==> config.mk <==
export PLATFORM = sky130hd
export DESIGN_NAME = amns_bram_loader
export DESIGN_NICKNAME = d
export VERILOG_FILES = /design/src/rtl/amns_bram_loader.sv
export SDC_FILE = /design/constraint.sdc
export NUM_CORES = 1
export LEC_CHECK = 0
export ABC_AREA = 1
export BUFFER_PORTS_ARGS = -buffer_cell sky130_fd_sc_hd__buf_2
export CELL_PAD_IN_SITES_DETAIL_PLACEMENT = 1
export CELL_PAD_IN_SITES_GLOBAL_PLACEMENT = 1
export CORE_MARGIN = 8
export CORE_UTILIZATION = 37
export CTS_CLUSTER_SIZE = 8
export DETAILED_ROUTE_END_ITERATION = 16
export PLACE_DENSITY_LB_ADDON = 0.1
export SLEW_MARGIN = 5
export SYNTH_ARGS = -nofsm -noshare
export SYNTH_HDL_FRONTEND = slang
export SYNTH_SLANG_ARGS = --single-unit
==> constraint.sdc <==
create_clock -name clock_i -period 2.05 [get_ports clock_i]
set_input_delay 0.205 -clock clock_i [delete_from_list [all_inputs] [get_ports clock_i]]
set_output_delay 0.205 -clock clock_i [all_outputs]
set_load 0.05 [all_outputs]
==> src/rtl/amns_bram_loader.sv <==
// amns_bram_loader: loads the operand stream into bridge BRAM port A, starts the AMNS top, drains results.
// Optional AMNS_LOADER_CYCLE_COUNT_EN: cycles_o counts WAIT cycles (saturating); otherwise cycles_o is 0.
module amns_bram_loader #(
    parameter int s = 4,
    parameter int N = 5,
    parameter int RES_BASE = 0,
    localparam int ADDR_W = $clog2(4*N*s)
) (
    input  logic              clock_i,
    input  logic              reset_i,
    input  logic [16:0]       in_data_i,
    input  logic              in_valid_i,
    input  logic              in_last_i,
    output logic              in_ready_o,
    output logic [16:0]       out_data_o,
    output logic              out_valid_o,
    output logic              out_last_o,
    input  logic              out_ready_i,
    output logic              bram_en_o,
    output logic              bram_we_o,
    output logic [ADDR_W-1:0] bram_addr_o,
    output logic [16:0]       bram_din_o,
    input  logic [16:0]       bram_dout_i,
    output logic              amns_start_o,
    input  logic              amns_done_i,
    output logic              busy_o,
    output logic              err_o,
    output logic [31:0]       cycles_o
);
    localparam int L  = N + 3*N*s;
    localparam int NS = N*s;

    typedef enum logic [2:0] {IDLE, LOAD, START, WAIT, DRAIN} state_t;
    state_t state, state_n;

    logic [ADDR_W-1:0] wc, rc, pc;
    logic [1:0]        cnt;
    logic              pend, wp, rp;
    logic [16:0]       fifo_q [2];
    logic              issue, push, pop, last_pop;

    // occupancy plus in-flight read never exceeds the two FIFO slots, so a push can always land
    assign issue    = (state == DRAIN) && (rc < ADDR_W'(NS)) && ((cnt + 2'(pend)) < 2'd2);
    assign push     = pend;
    assign pop      = out_valid_o && out_ready_i;
    assign last_pop = pop && (pc == ADDR_W'(NS-1));

    assign out_valid_o = cnt != 2'd0;
    assign out_data_o  = fifo_q[rp];
    assign out_last_o  = out_valid_o && (pc == ADDR_W'(NS-1));
    assign busy_o      = state != IDLE;

    always_comb begin
        state_n      = state;
        in_ready_o   = 1'b0;
        bram_en_o    = 1'b0;
        bram_we_o    = 1'b0;
        bram_addr_o  = '0;
        bram_din_o   = '0;
        amns_start_o = 1'b0;
        case (state)
            IDLE, LOAD: begin
                in_ready_o  = 1'b1;
                bram_en_o   = in_valid_i;
                bram_we_o   = in_valid_i;
                bram_addr_o = (state == IDLE) ? '0 : wc;
                bram_din_o  = in_valid_i ? in_data_i : '0;
                if (in_valid_i)
                    state_n = (state == IDLE) ? LOAD : ((wc == ADDR_W'(L-1)) ? START : LOAD);
            end
            START: begin
                amns_start_o = 1'b1;
                state_n      = WAIT;
            end
            WAIT: state_n = amns_done_i ? DRAIN : WAIT;
            DRAIN: begin
                bram_en_o   = issue;
                bram_addr_o = issue ? ADDR_W'(RES_BASE) + rc : '0;
                if (last_pop)
                    state_n = IDLE;
            end
            default: state_n = IDLE;
        endcase
    end

    always_ff @(posedge clock_i or posedge reset_i) begin
        if (reset_i) begin
            state     <= IDLE;
            wc        <= '0;
            rc        <= '0;
            pc        <= '0;
            err_o     <= 1'b0;
            cnt       <= '0;
            pend      <= 1'b0;
            wp        <= 1'b0;
            rp        <= 1'b0;
            fifo_q[0] <= '0;
            fifo_q[1] <= '0;
        end else begin
            state <= state_n;
            pend  <= issue;
            if (state == IDLE && in_valid_i) begin
                wc    <= ADDR_W'(1);
                err_o <= in_last_i;
            end else if (state == LOAD && in_valid_i) begin
                wc    <= wc + ADDR_W'(1);
                err_o <= err_o | (in_last_i != (wc == ADDR_W'(L-1)));
            end
            if (state == IDLE) begin
                rc <= '0;
                pc <= '0;
            end else begin
                if (issue) rc <= rc + ADDR_W'(1);
                if (pop) pc <= pc + ADDR_W'(1);
            end
            if (push) begin
                fifo_q[wp] <= bram_dout_i;
                wp         <= ~wp;
            end
            if (pop) rp <= ~rp;
            cnt <= cnt + 2'(push) - 2'(pop);
        end
    end

`ifdef AMNS_LOADER_CYCLE_COUNT_EN
    logic [31:0] cyc;
    always_ff @(posedge clock_i or posedge reset_i) begin
        if (reset_i)
            cyc <= '0;
        else if (state == START)
            cyc <= '0;
        else if (state == WAIT && cyc != '1)
            cyc <= cyc + 32'd1;
    end
    assign cycles_o = cyc;
`else
    assign cycles_o = '0;
`endif
endmodule

==> results.sh <==
export IMPL_status="complete, no violations"
export IMPL_required_ps=1850
export IMPL_rsz0062_at_grt="no"
export IMPL_clockRootBuffer="clkbuf_8"
export IMPL_fin_util_pct=46.1
export IMPL_grt_pass1_wl_mm=15.5
export IMPL_cp_end_kind="primary output"
export IMPL_gp_congestion=0.741
export IMPL_hold_class="in2reg"
export IMPL_initial_core_util_pct=38.0
export IMPL_overflow=0
export IMPL_r2r_setup_slack_ps=610
export IMPL_finalClockSkew_ps=10.1
export IMPL_syn_area_sq_um=3710
export IMPL_drtPass1Iterations=4
export IMPL_ys_warn_count=0
export IMPL_h_tree_depth=3
export IMPL_fmax_ghz=0.513
export IMPL_cp_max_fo=5
export IMPL_ir_drop_mv=0.521
export IMPL_drv_cap=0
export IMPL_syn_to_final_growth_pct=21.5
export IMPL_drtAntennaViolNets=0
export IMPL_numCtsBuffers=9
export IMPL_cp_start_kind="flop"
export IMPL_layout_drive_gt1_share_pct=28.9
export IMPL_power_density_nw_per_um2=1140
export IMPL_synth_flop_cell="dfrtp_1"
export IMPL_rows=36
export IMPL_vias_per_cell=4.55
export IMPL_async_reset_ff_share_pct=100
export IMPL_track_usage_pct=14.3
export IMPL_finalWorstSetupSlack_ps=102
export IMPL_slew_viol_final=0
export IMPL_core_area_sq_um=9770
export IMPL_routedWlPerCell_microns=14.0
export IMPL_worst_ep_arrival_time_ps=1740
export IMPL_die_w_microns=116
export IMPL_grt_pass1_vias=3268
export IMPL_min_period_over_period_pct=95.0
export IMPL_antenna_cells=0
export IMPL_cts_buffer_depth=2
export IMPL_fp_dieH_microns=116
export IMPL_routed_wl_mm=9.63
export IMPL_io_pins=121
export IMPL_p_leak_nw=2.42
export IMPL_fin_tns_setup_ps=0
export IMPL_hold_viol=0
export IMPL_cts_tree="done"
export IMPL_syn_avg_cell_area_sq_um=8.21
export IMPL_pre_cts_slack_ps=267
export IMPL_synth_edf_count=0
export IMPL_clk_pin_slew_worst_paths_ps=70
export IMPL_drc=0
export IMPL_synth_seq_cells=64
export IMPL_finalSetupViolCount=0
export IMPL_vias=3122
export IMPL_placement_io_buffers=88
export IMPL_antenna_found_initial=0
export IMPL_ys_types=32
export IMPL_grt_max_degree=55
export IMPL_initialDrtViolationCount=95
export IMPL_die_area_sq_um=13500
export IMPL_p_total_mw=5.12
export IMPL_place_hpwl_mm=7.21
export IMPL_fin_hold_ws_ps=118
export IMPL_clkSinkCount=64
export IMPL_finalCriticalPeriod_ps=1950
export IMPL_worst_setup_path_type="reg2out"
export IMPL_synth_cells=452
export IMPL_nNetsFinal=595
export IMPL_nFillCells=1235
export IMPL_seq_area_frac_synth_pct=43.2
export IMPL_insertion_delay_ps=330
[routing by layer]
metal,vias to the layer above,GRT usage [%],part of all wire [%]
li1,1550,-,-
met1,1499,16.6,42
met2,66,25.4,52
met3,7,3.93,5.1
met4,0,3.11,0.61
met5,-,0,0
[flip-flops by register name, indices dropped and copies added (netlist names)]
signal	flops
wc	7
err_o	1
fifo_q	34
cnt	2
rc	7
rp	1
pend	1
wp	1
pc	7
state	3
[worst max-delay path, cell delays in order, from the launching register on]
cell and delay (ps):
dfrtp_1 390, ha_2 210, xnor2_2 190, nand2_2 90
nor2_4 160, nand2_1 70, o21ai_0 80, buf_4 230
[Yosys cell counts (2+ instances only)]
cell type	number	area, sq um
a21oi_1	5	25.0
buf_2	2	10.0
buf_4	34	255
clkbuf_1	8	30.0
dfrtp_1	64	1600
ha_1	6	75.1
inv_1	70	263
inv_2	2	7.51
mux2_2	17	191
nand2_1	94	353
nand3_1	32	160
nand3_4	2	35.0
nand4_1	7	43.8
nor2_1	28	105
nor2_2	3	18.8
nor2_4	10	113
nor3_1	2	10.0
o21ai_0	42	210
o21ai_1	4	20.0
xnor2_1	2	17.5
xor2_1	7	61.3
[layout by cell type, fill, tap and decap left out, drive strengths merged, types with 7 or more instances in the layout]
cell type and instances:
buf 96, clkbuf 12, conb 32, dfrtp 64, inv 73, mux2 17, nand2 97, nand3 34
nand4 7, nor2 41, o21ai 46, xor2 7
[power by group]
group | leakage, nW | switching [mW] | internal [mW]
combinational | 1.62 | 1.75 | 0.695
clock | 0.0948 | 0.503 | 0.550
sequential | 0.705 | 0.173 | 1.45
[cell families (layout without fill, tap and decap cells)]
logic type,count (synthesis),count (layout),share of synthesized area (%)
AOI/OAI and AO/OA,55,55,7.62
DFF,64,64,43.2
xor gates and xnor gates,9,9,2.12
and+or+nand+nor,182,182,23.8
other,1,32,0.101
adders and majority gates,6,6,2.02
buffers and inverters,118,188,16.0
muxes,17,17,5.16
[stage by stage]
stage	area, sq um	instances
after global placement	4180	666
after CTS	4430	682
final	4510	686
after global routing	4510	686
after floorplan	3830	483
after detailed placement	4180	666
[layout make-up]
| class | instances | area (sq um) | share of cell area, % |
|---|---|---|---|
| clock buffers | 9 | 124 | 2.75 |
| flip-flops and latches | 64 | 1600 | 35.6 |
| clock inverters | 6 | 61.3 | 1.36 |
| inverters | 73 | 284 | 6.30 |
| repair buffers | 100 | 614 | 13.6 |
| multi-input cells | 301 | 1650 | 36.7 |
| well taps | 133 | 166 | 3.69 |
[path summary, 6_finish.rpt]
| check | start | to | cells after the start |
|---|---|---|---|
| setup / recovery | cnt[0] | bram_addr_o[1] | 7 |
| min in group asynchronous | reset_i | fifo_q[21] | 3 |
| hold / removal | amns_done_i | state[2] | 3 |
| setup reg to reg | state[0] | pc[6] | 7 |
| max in group asynchronous | reset_i | state[2] | 4 |
| hold reg to reg | err_o | err_o | 2 |
[timing repair]
| action | CTS | global route |
|---|---|---|
| gates resized for setup | 19 | 23 |
| hold endpoints to repair | 10 | 0 |
| cloned | 0 | 0 |
| pin swaps | 1 | 2 |
| hold buffers | 1 | 0 |
| setup endpoints to repair | 18 | 24 |
| setup buffers | 0 | 4 |
No activity file was read; power rests on OpenSTA's default activity.
